<file path="src/rtl/mc_ctrl_pkg.sv">
// mc_ctrl_pkg: shared types and encodings for the multi-cycle MIPS control
// sequencer (state enum, ALU op codes, opcode/func values, mux encodings).
package mc_ctrl_pkg;

    typedef enum logic [3:0] {
        S_FETCH    = 4'd0,
        S_DECODE   = 4'd1,
        S_MEM_ADDR = 4'd2,
        S_MEM_RD   = 4'd3,
        S_MEM_WB   = 4'd4,
        S_MEM_WR   = 4'd5,
        S_R_EXEC   = 4'd6,
        S_R_WB     = 4'd7,
        S_I_EXEC   = 4'd8,
        S_I_WB     = 4'd9,
        S_BRANCH   = 4'd10,
        S_JUMP     = 4'd11,
        S_JAL      = 4'd12,
        S_JR       = 4'd13,
        S_LUI_WB   = 4'd14
    } state_t;

    // Which rule picks the ALU operation in the current state
    typedef enum logic [1:0] {
        CLS_ADD = 2'd0,
        CLS_SUB = 2'd1,
        CLS_R   = 2'd2,
        CLS_I   = 2'd3
    } alu_cls_t;

    localparam logic [3:0] ALU_ADD = 4'b0000;
    localparam logic [3:0] ALU_SUB = 4'b0001;
    localparam logic [3:0] ALU_AND = 4'b0010;
    localparam logic [3:0] ALU_OR  = 4'b0011;
    localparam logic [3:0] ALU_SLT = 4'b0100;

    localparam logic [5:0] OP_RTYPE = 6'h00;
    localparam logic [5:0] OP_J     = 6'h02;
    localparam logic [5:0] OP_JAL   = 6'h03;
    localparam logic [5:0] OP_BEQ   = 6'h04;
    localparam logic [5:0] OP_BNE   = 6'h05;
    localparam logic [5:0] OP_ADDI  = 6'h08;
    localparam logic [5:0] OP_SLTI  = 6'h0A;
    localparam logic [5:0] OP_ANDI  = 6'h0C;
    localparam logic [5:0] OP_LUI   = 6'h0F;
    localparam logic [5:0] OP_LW    = 6'h23;
    localparam logic [5:0] OP_SW    = 6'h2B;

    localparam logic [5:0] FN_JR  = 6'h08;
    localparam logic [5:0] FN_ADD = 6'h20;
    localparam logic [5:0] FN_SUB = 6'h22;
    localparam logic [5:0] FN_AND = 6'h24;
    localparam logic [5:0] FN_OR  = 6'h25;
    localparam logic [5:0] FN_SLT = 6'h2A;

    localparam logic [1:0] SRCB_B       = 2'b00;
    localparam logic [1:0] SRCB_FOUR    = 2'b01;
    localparam logic [1:0] SRCB_IMM     = 2'b10;
    localparam logic [1:0] SRCB_IMM_SH2 = 2'b11;

    localparam logic [1:0] PCSEL_ALU    = 2'b00;
    localparam logic [1:0] PCSEL_ALUOUT = 2'b01;
    localparam logic [1:0] PCSEL_JUMP   = 2'b10;
    localparam logic [1:0] PCSEL_REGA   = 2'b11;

    // States that own the shared memory port
    function automatic logic is_mem_state(input state_t s);
        return (s == S_FETCH) || (s == S_MEM_RD) || (s == S_MEM_WR);
    endfunction

endpackage

</file>
<file path="src/rtl/mc_alu_decoder.sv">
// mc_alu_decoder: maps (state class, opcode, func) to the ALU operation and
// flags which R-type func codes the sequencer supports.
module mc_alu_decoder
    import mc_ctrl_pkg::*;
(
    input  alu_cls_t   alu_cls,
    input  logic [5:0] opcode,
    input  logic [5:0] func,
    output logic [3:0] alu_op,
    output logic       r_legal
);

    // Supported R-type func codes
    always_comb begin
        r_legal = 1'b0;
        case (func)
            FN_ADD, FN_SUB, FN_AND, FN_OR, FN_SLT, FN_JR: r_legal = 1'b1;
            default: r_legal = 1'b0;
        endcase
    end

    // ALU operation for the current state class
    always_comb begin
        alu_op = ALU_ADD;
        case (alu_cls)
            CLS_SUB: alu_op = ALU_SUB;
            CLS_R: begin
                case (func)
                    FN_SUB:  alu_op = ALU_SUB;
                    FN_AND:  alu_op = ALU_AND;
                    FN_OR:   alu_op = ALU_OR;
                    FN_SLT:  alu_op = ALU_SLT;
                    default: alu_op = ALU_ADD;
                endcase
            end
            CLS_I: begin
                case (opcode)
                    OP_SLTI: alu_op = ALU_SLT;
                    OP_ANDI: alu_op = ALU_AND;
                    default: alu_op = ALU_ADD;
                endcase
            end
            default: alu_op = ALU_ADD;
        endcase
    end

endmodule

</file>
<file path="src/rtl/mc_control_fsm.sv">
// mc_control_fsm: Moore control sequencer for the multi-cycle MIPS datapath.
// Optional macro MEM_WAIT_EN: memory states stall on mem_ready with a
// MEM_LAT_MAX watchdog and a sticky mem_timeout output.
//
// state    | meaning
// FETCH    | read instruction at PC, IR <= mem, PC <= PC+4
// DECODE   | precompute branch target, dispatch on opcode/func
// MEM_ADDR | ALUOut <= A + sext(imm)
// MEM_RD   | MDR <= mem[ALUOut]
// MEM_WB   | rt <= MDR (done)
// MEM_WR   | mem[ALUOut] <= B (done)
// R_EXEC   | ALUOut <= A op B
// R_WB     | rd <= ALUOut (done)
// I_EXEC   | ALUOut <= A op sext(imm)
// I_WB     | rt <= ALUOut (done)
// BRANCH   | compare A-B, PC <= target if taken (done)
// JUMP     | PC <= jump target (done)
// JAL      | $31 <= PC, PC <= jump target (done)
// JR       | PC <= A (done)
// LUI_WB   | rt <= imm<<16 (done)
module mc_control_fsm
    import mc_ctrl_pkg::*;
#(
    parameter int MEM_LAT_MAX = 15
) (
    input  logic       clk,
    input  logic       rst,
    input  logic [5:0] opcode,
    input  logic [5:0] func,
    input  logic       Zero,
    input  logic       mem_ready,
    output logic       pc_en,
    output logic       IorD,
    output logic       MemRead,
    output logic       MemWrite,
    output logic       IRWrite,
    output logic       RegWrite,
    output logic       RegDst,
    output logic       MemToReg,
    output logic       IsJal,
    output logic       IsLui,
    output logic       ALUsrcA,
    output logic [1:0] ALUsrcB,
    output logic [1:0] PCselect,
    output logic [3:0] ALUop,
`ifdef MEM_WAIT_EN
    output logic       mem_timeout,
`endif
    output logic       instr_done,
    output logic       illegal_op
);

    state_t     state, state_nx;
    alu_cls_t   alu_cls;
    logic [3:0] alu_op;
    logic       r_legal;
    logic       mem_go;
    logic       wait_tc;
    logic       dec_illegal;
    logic       pc_en_base;

    mc_alu_decoder u_alu_dec (
        .alu_cls (alu_cls),
        .opcode  (opcode),
        .func    (func),
        .alu_op  (alu_op),
        .r_legal (r_legal)
    );

`ifdef MEM_WAIT_EN
    localparam int CW = (MEM_LAT_MAX < 1) ? 1 : $clog2(MEM_LAT_MAX + 1);

    logic [CW-1:0] wait_cnt;
    logic          timeout_q;

    assign mem_go  = mem_ready;
    assign wait_tc = is_mem_state(state) && !mem_ready && (wait_cnt == '0);
    assign mem_timeout = timeout_q && !rst;

    // Watchdog: down-counts consecutive wait cycles, reloads on any progress
    always_ff @(posedge clk) begin
        if (rst) begin
            wait_cnt  <= CW'(MEM_LAT_MAX);
            timeout_q <= 1'b0;
        end else begin
            if (is_mem_state(state) && !mem_ready && !wait_tc)
                wait_cnt <= wait_cnt - 1'b1;
            else
                wait_cnt <= CW'(MEM_LAT_MAX);
            if (wait_tc)
                timeout_q <= 1'b1;
        end
    end
`else
    localparam int unused_mem_lat = MEM_LAT_MAX;
    logic unused_mem_ready;

    assign unused_mem_ready = mem_ready;
    assign mem_go  = 1'b1;
    assign wait_tc = 1'b0;
`endif

    // ALU rule selection by state
    always_comb begin
        case (state)
            S_R_EXEC: alu_cls = CLS_R;
            S_I_EXEC: alu_cls = CLS_I;
            S_BRANCH: alu_cls = CLS_SUB;
            default:  alu_cls = CLS_ADD;
        endcase
    end

    // Next-state logic, including DECODE dispatch and watchdog abort
    always_comb begin
        state_nx    = state;
        dec_illegal = 1'b0;
        case (state)
            S_FETCH:    if (mem_go) state_nx = S_DECODE;
            S_DECODE: begin
                case (opcode)
                    OP_RTYPE: begin
                        if (!r_legal) begin
                            state_nx    = S_FETCH;
                            dec_illegal = 1'b1;
                        end else if (func == FN_JR) begin
                            state_nx = S_JR;
                        end else begin
                            state_nx = S_R_EXEC;
                        end
                    end
                    OP_LW, OP_SW:              state_nx = S_MEM_ADDR;
                    OP_ADDI, OP_SLTI, OP_ANDI: state_nx = S_I_EXEC;
                    OP_LUI:                    state_nx = S_LUI_WB;
                    OP_BEQ, OP_BNE:            state_nx = S_BRANCH;
                    OP_J:                      state_nx = S_JUMP;
                    OP_JAL:                    state_nx = S_JAL;
                    default: begin
                        state_nx    = S_FETCH;
                        dec_illegal = 1'b1;
                    end
                endcase
            end
            S_MEM_ADDR: state_nx = (opcode == OP_LW) ? S_MEM_RD : S_MEM_WR;
            S_MEM_RD:   if (mem_go) state_nx = S_MEM_WB;
            S_MEM_WR:   if (mem_go) state_nx = S_FETCH;
            S_R_EXEC:   state_nx = S_R_WB;
            S_I_EXEC:   state_nx = S_I_WB;
            default:    state_nx = S_FETCH;
        endcase
        if (wait_tc)
            state_nx = S_FETCH;
    end

    // State register
    always_ff @(posedge clk) begin
        if (rst)
            state <= S_FETCH;
        else
            state <= state_nx;
    end

    // Moore output decode; everything forced low while rst is high
    always_comb begin
        pc_en_base = 1'b0;
        IorD       = 1'b0;
        MemRead    = 1'b0;
        MemWrite   = 1'b0;
        IRWrite    = 1'b0;
        RegWrite   = 1'b0;
        RegDst     = 1'b0;
        MemToReg   = 1'b0;
        IsJal      = 1'b0;
        IsLui      = 1'b0;
        ALUsrcA    = 1'b0;
        ALUsrcB    = SRCB_B;
        PCselect   = PCSEL_ALU;
        ALUop      = alu_op;
        instr_done = 1'b0;
        illegal_op = 1'b0;
        case (state)
            S_FETCH: begin
                MemRead    = 1'b1;
                IRWrite    = mem_go;
                ALUsrcB    = SRCB_FOUR;
                pc_en_base = mem_go;
            end
            S_DECODE: begin
                ALUsrcB    = SRCB_IMM_SH2;
                illegal_op = dec_illegal;
            end
            S_MEM_ADDR: begin
                ALUsrcA = 1'b1;
                ALUsrcB = SRCB_IMM;
            end
            S_MEM_RD: begin
                MemRead = 1'b1;
                IorD    = 1'b1;
            end
            S_MEM_WB: begin
                RegWrite   = 1'b1;
                MemToReg   = 1'b1;
                instr_done = 1'b1;
            end
            S_MEM_WR: begin
                MemWrite   = 1'b1;
                IorD       = 1'b1;
                instr_done = mem_go;
            end
            S_R_EXEC: ALUsrcA = 1'b1;
            S_R_WB: begin
                RegWrite   = 1'b1;
                RegDst     = 1'b1;
                instr_done = 1'b1;
            end
            S_I_EXEC: begin
                ALUsrcA = 1'b1;
                ALUsrcB = SRCB_IMM;
            end
            S_I_WB: begin
                RegWrite   = 1'b1;
                instr_done = 1'b1;
            end
            S_BRANCH: begin
                ALUsrcA    = 1'b1;
                PCselect   = PCSEL_ALUOUT;
                instr_done = 1'b1;
            end
            S_JUMP: begin
                PCselect   = PCSEL_JUMP;
                pc_en_base = 1'b1;
                instr_done = 1'b1;
            end
            S_JAL: begin
                PCselect   = PCSEL_JUMP;
                pc_en_base = 1'b1;
                RegWrite   = 1'b1;
                IsJal      = 1'b1;
                instr_done = 1'b1;
            end
            S_JR: begin
                PCselect   = PCSEL_REGA;
                pc_en_base = 1'b1;
                instr_done = 1'b1;
            end
            S_LUI_WB: begin
                RegWrite   = 1'b1;
                IsLui      = 1'b1;
                instr_done = 1'b1;
            end
            default: ;
        endcase
        if (rst) begin
            pc_en_base = 1'b0;
            IorD       = 1'b0;
            MemRead    = 1'b0;
            MemWrite   = 1'b0;
            IRWrite    = 1'b0;
            RegWrite   = 1'b0;
            RegDst     = 1'b0;
            MemToReg   = 1'b0;
            IsJal      = 1'b0;
            IsLui      = 1'b0;
            ALUsrcA    = 1'b0;
            ALUsrcB    = SRCB_B;
            PCselect   = PCSEL_ALU;
            ALUop      = ALU_ADD;
            instr_done = 1'b0;
            illegal_op = 1'b0;
        end
    end

    // Branch resolution kept apart so Zero never feeds the Moore decode
    assign pc_en = pc_en_base ||
                   (!rst && (state == S_BRANCH) &&
                    ((opcode == OP_BEQ) ? Zero : !Zero));

endmodule

</file>
<file path="config.mk">
export PLATFORM = sky130hd
export DESIGN_NAME = mc_control_fsm
export DESIGN_NICKNAME = d
export VERILOG_FILES = /design/src/rtl/mc_ctrl_pkg.sv /design/src/rtl/mc_alu_decoder.sv /design/src/rtl/mc_control_fsm.sv
export SDC_FILE = /design/constraint.sdc
export NUM_CORES = 1
export LEC_CHECK = 0
export BUFFER_PORTS_ARGS = -buffer_cell sky130_fd_sc_hd__buf_4
export CAP_MARGIN = 40
export CELL_PAD_IN_SITES_DETAIL_PLACEMENT = 0
export CELL_PAD_IN_SITES_GLOBAL_PLACEMENT = 1
export CORE_MARGIN = 4
export CORE_UTILIZATION = 25
export DETAILED_ROUTE_END_ITERATION = 8
export PLACE_DENSITY_LB_ADDON = 0.1
export SLEW_MARGIN = 40
export SYNTH_ARGS = -nofsm -noshare
export SYNTH_HDL_FRONTEND = slang
export SYNTH_SLANG_ARGS = --single-unit
export TNS_END_PERCENT = 10
</file>
<file path="constraint.sdc">
create_clock -name clk -period 1.9 [get_ports clk]
set_clock_uncertainty 0.05 [all_clocks]
set_input_delay 0.285 -clock clk [delete_from_list [all_inputs] [get_ports clk]]
set_output_delay 0.285 -clock clk [all_outputs]
set_load 0.005 [all_outputs]
</file>
Word-level counts from Yosys, hierarchy flattened
Cells that the tools add are included.
{ "word_totals": {"regBits": 4, "inputBits": 16, "elab_cells": 98} }
{ "op_classes": {"eq_ne": 33, "n_reduce_logical": 20, "muxes": 44} }
{ "ops": {"columns": ["cell", "n"], "rows": [
  ["$eq A6 B6 Y1 const B", 7],
  ["$eq A6 B4 Y1 const B", 5],
  ["$mux W1", 29],
  ["$eq A4 B4 Y1 const B", 7],
  ["$pmux W4 S7", 1],
  ["$pmux W4 S6", 1],
  ["$pmux W2 S3", 3],
  ["$eq A4 B3 Y1 const B", 4],
  ["$eq A6 B2 Y1 const B", 2],
  ["$eq A6 B3 Y1 const B", 2],
  ["$mux W4", 3],
  ["$pmux W3 S4", 1],
  ["$pmux W4 S3", 1],
  ["$reduce_or A2 Y1", 6],
  ["$reduce_or A10 Y1", 1],
  ["$reduce_or A9 Y1", 1],
  ["$eq A4 B2 Y1 const B", 2],
  ["$reduce_or A4 Y1", 2],
  ["$logic_not A6 Y1", 1],
  ["$pmux W3 S2", 1],
  ["$reduce_or A6 Y1", 1],
  ["$reduce_or A5 Y1", 1],
  ["$eq A2 B2 Y1 const B", 2],
  ["$eq A4 B1 Y1 const B", 1],
  ["other kinds (9)", 12]
]} }

Longest topological paths before layout
Gate-level depths: netlist of the first run.
{ "depth": {"ltp_word": 7, "mapped_depth": 7} }

By module
Synthesis of the first run repeated with hierarchy kept, for this count alone.
{ "hier_totals": {"hier_cells": 142, "area_unflattened_um2": 897.1} }
{ "modules_own_cells": {"columns": ["module", "area_per_inst_um2", "n_inst", "cells_each", "seq_area_each_um2"], "rows": [
  ["mc_control_fsm", 738.2, 1, 117, 80.1],
  ["mc_alu_decoder", 158.9, 1, 25, 0.0]
]} }

Worst setup path before layout of the first run
Ideal clock, no wire load.
{ "synth_timing": {"path_kind": "input-to-output", "start": "input opcode[2]", "end": "output illegal_op", "slack_ns": -0.015, "t_arrival_ns": 1.580, "stages": 6, "required_ns": 1.565, "n_path_buf": 2, "cell_sequence": "buf_2 -> or2_1 -> buf_6 -> or4_4 -> nor4_4 -> a211oi_1"} }
{ "synth_between": {"elab_chain_cells": 5, "elab_cells_between_ends": 15} }
{ "synth_rtl": {"columns": ["item", "line", "rtl"], "rows": [
  ["start, declared", "mc_control_fsm.sv:28", "input logic [5:0] opcode,"],
  ["$eq A6 B6 Y1 (tied with other cells)", "mc_control_fsm.sv:120", "case (opcode)"],
  ["$reduce_or A10 Y1 (no source line)", null, null],
  ["$pmux W1 S2 (*)", "mc_control_fsm.sv:120", null],
  ["$mux W1 (*)", "mc_control_fsm.sv:180", "case (state)"],
  ["$mux W1 (*)", "mc_control_fsm.sv:252", "if (rst) begin"],
  ["end, declared", "mc_control_fsm.sv:50", "output logic illegal_op"]
]} }
Mark *: on every way between the ends. The rest lies on a longest branch, timed or not.

Worst setup path in the final report of the first run
{ "layout_timing": {"start": "input opcode[3]", "end": "output illegal_op"} }
Same word-level chain as after synthesis.

==> metrics.md, run 1 <==
| Metric | Value |
|---|---|
| Number of global-route vias before repair | approximately 1200 |
| # diodes | 0 |
| Ys async rst share | 0% |
| Most common cell on crit path | buf_4 |
| Drt first pass iters | 4 |
| Global route overflow | 0 |
| Reg clk slew, reported paths | around 30 ps |
| Antenna Nets Post-Route | 0 |
| CTS Buf Count | 3 |
| Number of synthesized flops with an enable pin | 0 |
| Initial antenna violation count | 0 |
| Detail Placement HPWL | approximately 2.6 mm |
| Final Cycle Share | between 90% and 100% |
| Reg2reg end | state[1] |
| GRT Total Usage | 13.11% |
| Most used DFF post-synth | dfxtp_1 |
| Die H | 69.59 um |
| RR Startpoint | state[0] |
| Share of cells above drive strength 1 | between 30% and 40% |
| Die Span X | 69.59 um |
| Distinct cells, synth | 42 |
| Seq/Total Area, Yosys | between 8 and 9% |
| I/O Buffers | 34 |
| # nets final | roughly 210 |
| Yosys warnings | 0 |
| Critical Path Source | opcode[3] |
| Placed cell areas | 1304 sq um |
| Run status | finished clean |
| Placed insts | around 230 |
| Netlist Area Pre-Place | approximately 950 sq um |
| Total wire length | slightly above 3 mm |
| CTS Hold Bufs | 0 |
| Reg-to-reg slack, setup | roughly 480 ps |
| Register bit total from synthesis | 4 |
| Layout area overhead | 47.36% |
| Max Buffers Root-to-Sink | 2 |
| Initial DRC Count | 41 |
| Maximum clock rate | 541.6 MHz |
| Sequential cell area | 83.83 sq um |
| Post-route cell area | 1398 sq um |
| RSZ-0062 raised after global routing | yes |
| Crit Path Category | primary input to primary output |
| Worst setup path endpoint | illegal_op |
| Most frequent cells in the layout | 49 x buf_4, 18 x nand2_1, 14 x nor2_1, 14 x a21oi_1, 8 x nand2b_1 |
| Die area | just under 5000 sq um |
| Startpoint Class | primary input |
| Largest registers | state (4) |
| Vias | around 1200 |
| Core Area | roughly 3700 sq um |
| Number of post-CTS setup repair buffers | 0 |
| DRC viols | 0 |
| Clock Latency Late Sink | between 200 and 250 ps |
| Max reg flops | 4 |
| Worst-path fanout max | 3 |
| Pwr dens | a little over 300 nW/um^2 |
| Syn_area_per_cell | around 6.3 sq um |
| Largest net degree at the start of global routing | 16 |
| FF-to-FF path depth | 6 |
| Crit path time final | 1846 ps |
| Final setup vio count | 0 |
| Area of the multi-input gates | 829.5 sq um |
| Final TNS setup | 0 ps |
| H-tree depth | 1 |
| FILL cells | slightly above 400 |
| Final count of hold timing violations | 0 |
| Starting density of the core | 25.91% |
| Top reg by flops | state |
| Cell count after synthesis | approximately 150 |
| Commonest non-fill, non-tap cell in the layout | buf_4 |
| Global-route wire length before repair | 5.444 mm |
| Root Buffer | clkbuf_8 |
| Leak | 0.5537 nW |
| Max Slew Vio Count | 0 |
| Hold Path Class | primary input to flip-flop |
| Sink Count | 4 |
| Row cnt | 22 |
| Max Cap Viol | 0 |
| Crit path DAT | between 1500 and 2000 ps |
| Peak supply drop | 0.2657 mV |
| Placer congestion estimate | slightly above 0.8 |
| Sum of buffers and inverters on the critical path | 2 |
| Worst path slowest cell | or4_4 |
| Type of destination of the critical path | primary output |
| CP required | about 1600 ps |
| Post-DR vias/cell | 5.118 |
| CP max stage delay | 460 ps |
| Non-Filler Instances | approximately 240 |
| CP cell instances | buf_4 > or2_1 > or4_4 > o21ai_2 > a211oi_2 > buf_4 |
| Stages on the worst setup path | 6 |
| Delay-heaviest family, CP | simple AND/OR/NAND/NOR gates |
| Top Ports | 37 |
| Wire per inst | 13.12 um |
| Final worst setup slack | about 54 ps |
| Post-place setup slack | -35.06 ps |
| Net count after synthesis | approximately 170 |
| Final core utilization | 38.18% |
| CTS tree | done |
## synth_stat cells (2+ instances only)
cell      count  area (sq um)
o21ai_1       5         25.02
nor2_1       15         56.30
nor3b_1       4         30.03
buf_6         2         22.52
xnor2_1       2         17.52
and4b_1       2         20.02
a21oi_1      15         75.07
and3_1        2         12.51
nand4b_1      2         17.52
a221oi_1      2         17.52
nand2_1      18         67.56
nor3_1        8         40.04
a211oi_1      3         22.52
a211o_1       2         17.52
o21ai_0       3         15.01
nor4_1        3         18.77
dfxtp_1       4         80.08
o211ai_1      2         15.01
clkbuf_1     10         37.54
nand3_1       4         20.02
a31oi_1       2         12.51
nand2b_1      8         50.05
nor2b_1       8         50.05
nand4_1       2         12.51
or2_1         3         18.77
inv_1         4         15.01
## metal layers
metal	wire length, um	vias up	global-route usage (%)
met5	0	-	0
met4	0	0	3.254
met3	170	0	2.319
met2	1496	33	21.61
met1	1443	555	17.56
li1	-	625	-
## metrics by stage
step | hold WS, ps | power [mW]
global placement | 614.9 | 0.2559
finish | 378.0 | 0.4359
CTS | 381.1 | 0.4368
floorplan | 417.9 | 0.1833
global route | 418.2 | 0.4677
detailed placement | 602.1 | 0.2577
## how the worst min path moves through the flow
stage | startpoint | end | cells past startpoint
2_1_floorplan | opcode[4] | state[1] | 3
3_3_place_gp | state[3] | state[2] | 3
3_5_place_dp | opcode[4] | state[1] | 4
4_1_cts | opcode[4] | state[1] | 4
5_1_grt | opcode[4] | state[1] | 4
6_report | opcode[4] | state[1] | 4
## final cells by class
type                       count  area share (%)
timing repair buffer          49           26.32
clock buffer                   3           2.954
inverter                       4           1.074
multi-input combinational    129           59.36
sequential                     4           5.998
tap                           48           4.297
## kinds of logic after synthesis
logic type	Yosys count	synth area share [%]
simple gates	85	50.79
compound gates	41	29.29
buf+inv	18	9.234
flops	4	8.444
xor+xnor	2	1.847
other cells	1	0.3954
## worst reg2reg max path, stage by stage (launching register included)
cell      delay, ps
dfxtp_1         380
buf_4           200
a21oi_1         110
nand2_1          90
a21o_1          220
nand2b_1        150
o21ai_1         140
## where the power goes
| group | internal [mW] | switching [mW] | leakage, nW | total, mW |
|---|---|---|---|---|
| Sequential | 0.0867 | 0.00448 | 0.0341 | 0.0911 |
| Clock | 0.134 | 0.0380 | 0.0216 | 0.172 |
| Combinational | 0.0820 | 0.0903 | 0.498 | 0.172 |
## repair_timing
action	in CTS	in global routing
pin swaps	1	0
gates resized for setup	2	13
setup endpoints to repair	5	8
(Power assumes the default switching activity.)
==> run 2: changes to the inputs <==
- PLACE_DENSITY_LB_ADDON: 0.1 -> 0.08
==> run 2 against run 1 <==
Net effect:
- cell area decreased by 2.5%
- worst setup slack improved by 4.5 ps
- fmax increased by 0.25%
- die area unchanged
- sequential cell count unchanged
- count of clock-buffer cells in the layout unchanged
- non-clock buffer count decreased by 4
- clock power increased by 3%
- critical path depth unchanged
- critical path type unchanged
- critical endpoint unchanged
- largest cell class unchanged
- largest power group is now clock
==> metrics.md, run 2 (synthesis results as in run 1) <==
| Metric | Value |
|---|---|
| Run status | finished clean (unchanged) |
| Antenna Nets Post-Route | 0 (unchanged) |
| Max Buffers Root-to-Sink | 2 (unchanged) |
| Type of destination of the critical path | primary output (unchanged) |
| Core Area | 3661 sq um (unchanged) |
| Worst-path fanout max | 3 (unchanged) |
| # diodes | 0 (unchanged) |
| Leak | 0.5345 nW (was 0.5537 nW) |
| Vias | 1197 (was 1213) |
| Largest registers | state (4) (unchanged) |
| Max reg flops | 4 (unchanged) |
| GRT Total Usage | 13.02% (was 13.11%) |
| I/O Buffers | 34 (unchanged) |
| Top Ports | 37 (unchanged) |
| Crit path time final | 1842 ps (was 1846 ps) |
| Wire per inst | 13.52 um (was 13.12 um) |
| Worst path slowest cell | or4_4 (unchanged) |
| Crit path DAT | 1510 ps (about the same) |
| Placer congestion estimate | 0.7573 (was 0.8131) |
| Commonest non-fill, non-tap cell in the layout | buf_4 (unchanged) |
| Final Cycle Share | 96.94% (was 97.18%) |
| CP cell instances | buf_4 > or2_1 > or4_4 > o21ai_2 > a211oi_1 > buf_4 (was buf_4 > or2_1 > or4_4 > o21ai_2 > a211oi_2 > buf_4) |
| Pwr dens | 318.9 nW/um^2 (was 311.9 nW/um^2) |
| Final setup vio count | 0 (unchanged) |
| CP required | 1560 ps (about the same) |
| Number of post-CTS setup repair buffers | 0 (unchanged) |
| # nets final | 203 (was 207) |
| Global-route wire length before repair | 5.347 mm (was 5.444 mm) |
| Crit Path Category | primary input to primary output (unchanged) |
| Reg clk slew, reported paths | 30 ps (about the same) |
| Final TNS setup | 0 ps (unchanged) |
| RSZ-0062 raised after global routing | yes (unchanged) |
| FF-to-FF path depth | 6 (unchanged) |
| Die Span X | 69.59 um (unchanged) |
| Hold Path Depth | 4 (unchanged) |
| Starting density of the core | 25.91% (unchanged) |
| CP max stage delay | 460 ps (about the same) |
| CTS tree | done (unchanged) |
| Most common cell on crit path | buf_4 (unchanged) |
| Share of cells above drive strength 1 | 32.97% (was 35.98%) |
| Row cnt | 22 (unchanged) |
| Layout area overhead | 43.67% (was 47.36%) |
| Root Buffer | clkbuf_8 (unchanged) |
| Hold Path Class | primary input to flip-flop (unchanged) |
| CTS Buf Count | 3 (unchanged) |
| Top reg by flops | state (unchanged) |
| H-tree depth | 1 (unchanged) |
| Die H | 69.59 um (unchanged) |
| DRC viols | 0 (unchanged) |
| Total wire length | 3.150 mm (was 3.110 mm) |
| Largest net degree at the start of global routing | 17 (was 16) |
| Drt first pass iters | 4 (unchanged) |
| CTS Hold Bufs | 0 (unchanged) |
| Post-DR vias/cell | 5.137 (was 5.118) |
| Initial antenna violation count | 0 (unchanged) |
| Max Slew Vio Count | 0 (unchanged) |
| Detail Placement HPWL | 2.576 mm (was 2.622 mm) |
| Number of global-route vias before repair | 1171 (was 1183) |
| Non-Filler Instances | 233 (was 237) |
| Initial DRC Count | 85 (was 41) |
| Peak supply drop | 0.09981 mV (was 0.2657 mV) |
| Sink Count | 4 (unchanged) |
| Startpoint Class | primary input (unchanged) |
| Clock Latency Late Sink | 220 ps (was 210 ps) |
| Placed insts | 230 (was 234) |
| Die area | 4843 sq um (unchanged) |
| Final count of hold timing violations | 0 (unchanged) |
| Most frequent cells in the layout | 44 x buf_4, 18 x nand2_1, 14 x nor2_1, 14 x a21oi_1, 8 x nand2b_1 (was 49 x buf_4, 18 x nand2_1, 14 x nor2_1, 14 x a21oi_1, 8 x nand2b_1) |
| Global route overflow | 0 (unchanged) |
| Max Cap Viol | 0 (unchanged) |
| Maximum clock rate | 542.9 MHz (was 541.6 MHz) |
[run 2: changes by cell type in the layout (fill, tap and decap cells not counted)]
cell | previous run | this run
dfxtp_1 | 1 | 2
dfxtp_2 | 3 | 2
buf_4 | 49 | 44
nor2b_1 | 6 | 7
a211oi_2 | 1 | 0
buf_6 | 0 | 1
nor2b_2 | 1 | 0
a211oi_1 | 2 | 3
[run 2: timing repair]
| item | CTS | global route |
|---|---|---|
| setup endpoints to repair | 4 | 5 |
| pin swaps | 1 | 0 |
| resized for setup | 5 | 8 |
| endpoints found under the hold margin | 0 | 0 |
[run 2: worst paths after layout]
path / from / end / slack, ps
hold / removal: opcode[4] / state[1] / 380
hold reg to reg: state[3] / state[2] / 570
setup / recovery: opcode[3] / illegal_op / 60
setup reg to reg: state[3] / state[0] / 470
[run 2: critical path: cells and delay by family]
family	cells	cell delay, ps
AO/OA/AOI/OAI	2	270
buffers and inverters	2	250
AND/OR/NAND/NOR	2	700
[run 2: layer usage]
metal / global-route usage [%] / vias to the layer above / part of all wire (%)
met2: 22.46 / 32 / 47
met3: 1.884 / 4 / 5.8
met5: 0 / - / 0
li1: - / 622 / -
met4: 3.254 / 0 / 0.98
met1: 16.87 / 539 / 46
[run 2: where the power goes]
group | internal [mW] | leakage [nW] | total (mW) | switching, mW
registers | 0.0866 | 0.0336 | 0.0905 | 0.00390
logic | 0.0769 | 0.479 | 0.166 | 0.0893
clock network | 0.135 | 0.0216 | 0.178 | 0.0428
total | 0.298 | 0.535 | 0.434 | 0.136
[run 2: final cells by class]
cell class                      instances  area [sq um]
Tap cell                               48         60.06
Fill cell                             427          2298
Clock buffer                            3         41.29
Timing Repair Buffer                   45         341.6
Sequential cell                         4         82.58
Multi-Input combinational cell        129         822.0
Inverter                                4         15.01
[run 2: metrics by stage]
| stage | worst slack, ps | instance area, sq um | utilization, % | total power [mW] | hold WS [ps] |
|---|---|---|---|---|---|
| 5_1_grt | -16.03 | 1363 | 37.22 | 0.4655 | 395.0 |
| 3_5_place_dp | -48.00 | 1274 | 34.79 | 0.2515 | 602.7 |
| 3_3_place_gp | -34.09 | 1274 | 34.79 | 0.2503 | 610.1 |
| 2_1_floorplan | -14.73 | 948.4 | - | 0.1833 | 417.9 |
| 6_report | 58.12 | 1363 | 37.22 | 0.4345 | 375.4 |
| 4_1_cts | 8.341 | 1335 | 36.47 | 0.4351 | 377.9 |
==> run 3: changes to the inputs <==
- CAP_MARGIN: 40 -> 25
- clock period: 1.9 -> 1.8 ns (I/O delays scaled with it)
==> run 3 against run 2 <==
Net effect:
- non-clock buffer count grew 10
- combinational power is 17% higher
- cell area up 7.4%
- cell count grew 4.3%
- sequential share of layout area is 0.33 points lower
- die area is the same
- core utilization rose by 2.8 points
- critical path type unchanged
- largest cell class unchanged
- largest power group is now combinational logic
==> metrics.md, run 3 (synthesis results as in run 1) <==
| Metric | Value |
|---|---|
| Top reg by flops | state (unchanged) |
| Leak | 0.5946 nW (was 0.5345 nW) |
| RSZ-0062 raised after global routing | yes (unchanged) |
| Total Power | 474.3 uW (was 434.5 uW) |
| Maximum clock rate | about 560 MHz |
| Final worst setup slack | 6.901 ps (was 58.12 ps) |
| Die area | 4843 sq um (unchanged) |
| Max Cap Viol | 0 (unchanged) |
| # diodes | 0 (unchanged) |
| Peak supply drop | 0.1166 mV (was 0.09981 mV) |
| Post-place setup slack | -129.3 ps (was -48.00 ps) |
| Sink Count | 4 (unchanged) |
| DRC viols | 0 (unchanged) |
| Hold Path Class | primary input to flip-flop (unchanged) |
| Top Ports | 37 (unchanged) |
| Global-route wire length before repair | 5.485 mm (was 5.347 mm) |
| Max Slew Vio Count | 0 (unchanged) |
| Die Span X | 69.59 um (unchanged) |
| H-tree depth | 1 (unchanged) |
| Vias | 1218 (was 1197) |
| Busiest grt layer | met2 (unchanged) |
| Type of destination of the critical path | primary output (unchanged) |
| Crit path time final | 1793 ps |
| Starting density of the core | 25.91% (unchanged) |
| Met3 usage | 2.754% (was 1.884%) |
| Initial DRC Count | 54 (was 85) |
| Detail Placement HPWL | 2.625 mm (was 2.576 mm) |
| Share of cells above drive strength 1 | 38.46% (was 32.97%) |
| Final Cycle Share | 99.62% |
| Most frequent cells in the layout | 51 x buf_4, 18 x nand2_1, 15 x a21oi_1 (was 44 x buf_4, 18 x nand2_1, 14 x nor2_1, 14 x a21oi_1, 8 x nand2b_1) |
| Wire per inst | 13.11 um (was 13.52 um) |
| Max reg flops | 4 (unchanged) |
| Pwr dens | 324.0 nW/um^2 (was 318.9 nW/um^2) |
| Post-DR vias/cell | 5.012 (was 5.137) |
| Largest net degree at the start of global routing | 16 (was 17) |
| CP required | 1480 ps (was 1560 ps) |
| Final TNS setup | 0 ps (unchanged) |
| Root Buffer | clkbuf_8 (unchanged) |
| Met1 GRT Util | 17.99% (was 16.87%) |
| Die H | 69.59 um (unchanged) |
| Worst-path fanout max | 3 (unchanged) |
| Drt first pass iters | 5 (was 4) |
| Met2 Usage GRT | 21.72% (was 22.46%) |
| Row cnt | 22 (unchanged) |
| Crit Path Category | primary input to primary output (unchanged) |
| Max Buffers Root-to-Sink | 2 (unchanged) |
| # nets final | 213 (was 203) |
| Largest registers | state (4) (unchanged) |
| Antenna Nets Post-Route | 0 (unchanged) |
| Run status | finished clean (unchanged) |
| Total wire length | 3.185 mm (was 3.150 mm) |
| CTS Buf Count | 3 (unchanged) |
| CTS tree | done (unchanged) |
| CTS Hold Bufs | 0 (unchanged) |
| Commonest non-fill, non-tap cell in the layout | buf_4 (unchanged) |
| Final count of hold timing violations | 0 (unchanged) |
| Core Area | 3661 sq um (unchanged) |
| Reg clk slew, reported paths | 30 ps (about the same) |
| Startpoint Class | primary input (unchanged) |
| Number of global-route vias before repair | 1191 (was 1171) |
| GRT Total Usage | 13.47% (was 13.02%) |
| Placer congestion estimate | 0.7457 (was 0.7573) |
| Final core utilization | 39.99% (was 37.22%) |
| Final setup vio count | 0 (unchanged) |
| Crit path DAT | 1470 ps (was 1510 ps) |
| Layout area overhead | 54.35% (was 43.67%) |
| Global route overflow | 0 (unchanged) |
| Initial antenna violation count | 0 (unchanged) |
| Clock Latency Late Sink | 210 ps (was 220 ps) |
| I/O Buffers | 34 (unchanged) |
==> run 3: worst paths after layout <==
path	start	to	slack, ps	depth (start not counted)
worst max-delay path	opcode[3]	illegal_op	7	6
worst min-delay path	opcode[4]	state[1]	370	4
worst min register to register	state[1]	state[3]	670	4
worst max register to register	state[1]	state[1]	390	6
==> run 3: worst max-delay path, cell delays in order <==
cell and delay, ps:
buf_6 90, or2_1 240, or4_4 470, o21ai_4 180, a211oi_2 90, buf_4 140
==> run 3: layout make-up <==
class,count,area (sq um)
Multi-Input combinational cell,129,835.8
Timing Repair Buffer,55,427.9
Inverter,4,15.01
Sequential cell,4,83.83
Fill cell,402,2197
Tap cell,48,60.06
Clock buffer,3,41.29
==> run 3: timing repair <==
item | CTS | global route
setup buffers | 1 | 0
pin swaps | 1 | 2
gates cloned | 0 | 0
gates resized for setup | 9 | 11
endpoints found under the setup margin | 5 | 9
==> run 3: power by group <==
| group | leakage, nW | switching, mW | internal (mW) | total (mW) |
|---|---|---|---|---|
| sequential | 0.0341 | 0.00320 | 0.0915 | 0.0947 |
| combinational | 0.539 | 0.100 | 0.0948 | 0.195 |
| clock | 0.0216 | 0.0424 | 0.142 | 0.185 |
| total | 0.595 | 0.146 | 0.328 | 0.474 |
==> run 3: routing by layer <==
| metal | wire (um) | vias up | part of all wire, % |
|---|---|---|---|
| met5 | 0 | - | 0 |
| met4 | 16 | 0 | 0.50 |
| met3 | 179 | 2 | 5.6 |
| met2 | 1479 | 31 | 46 |
| met1 | 1509 | 551 | 47 |
| li1 | - | 634 | - |
==> run 3: metrics by stage <==
step                hold WS, ps  cell area (sq um)  std cells
finish                    369.1               1464        243
global route              406.6               1464        243
CTS                       361.7               1425        243
detailed placement        595.2               1341        239
global placement          599.8               1341        239
floorplan                 402.9              948.4        151
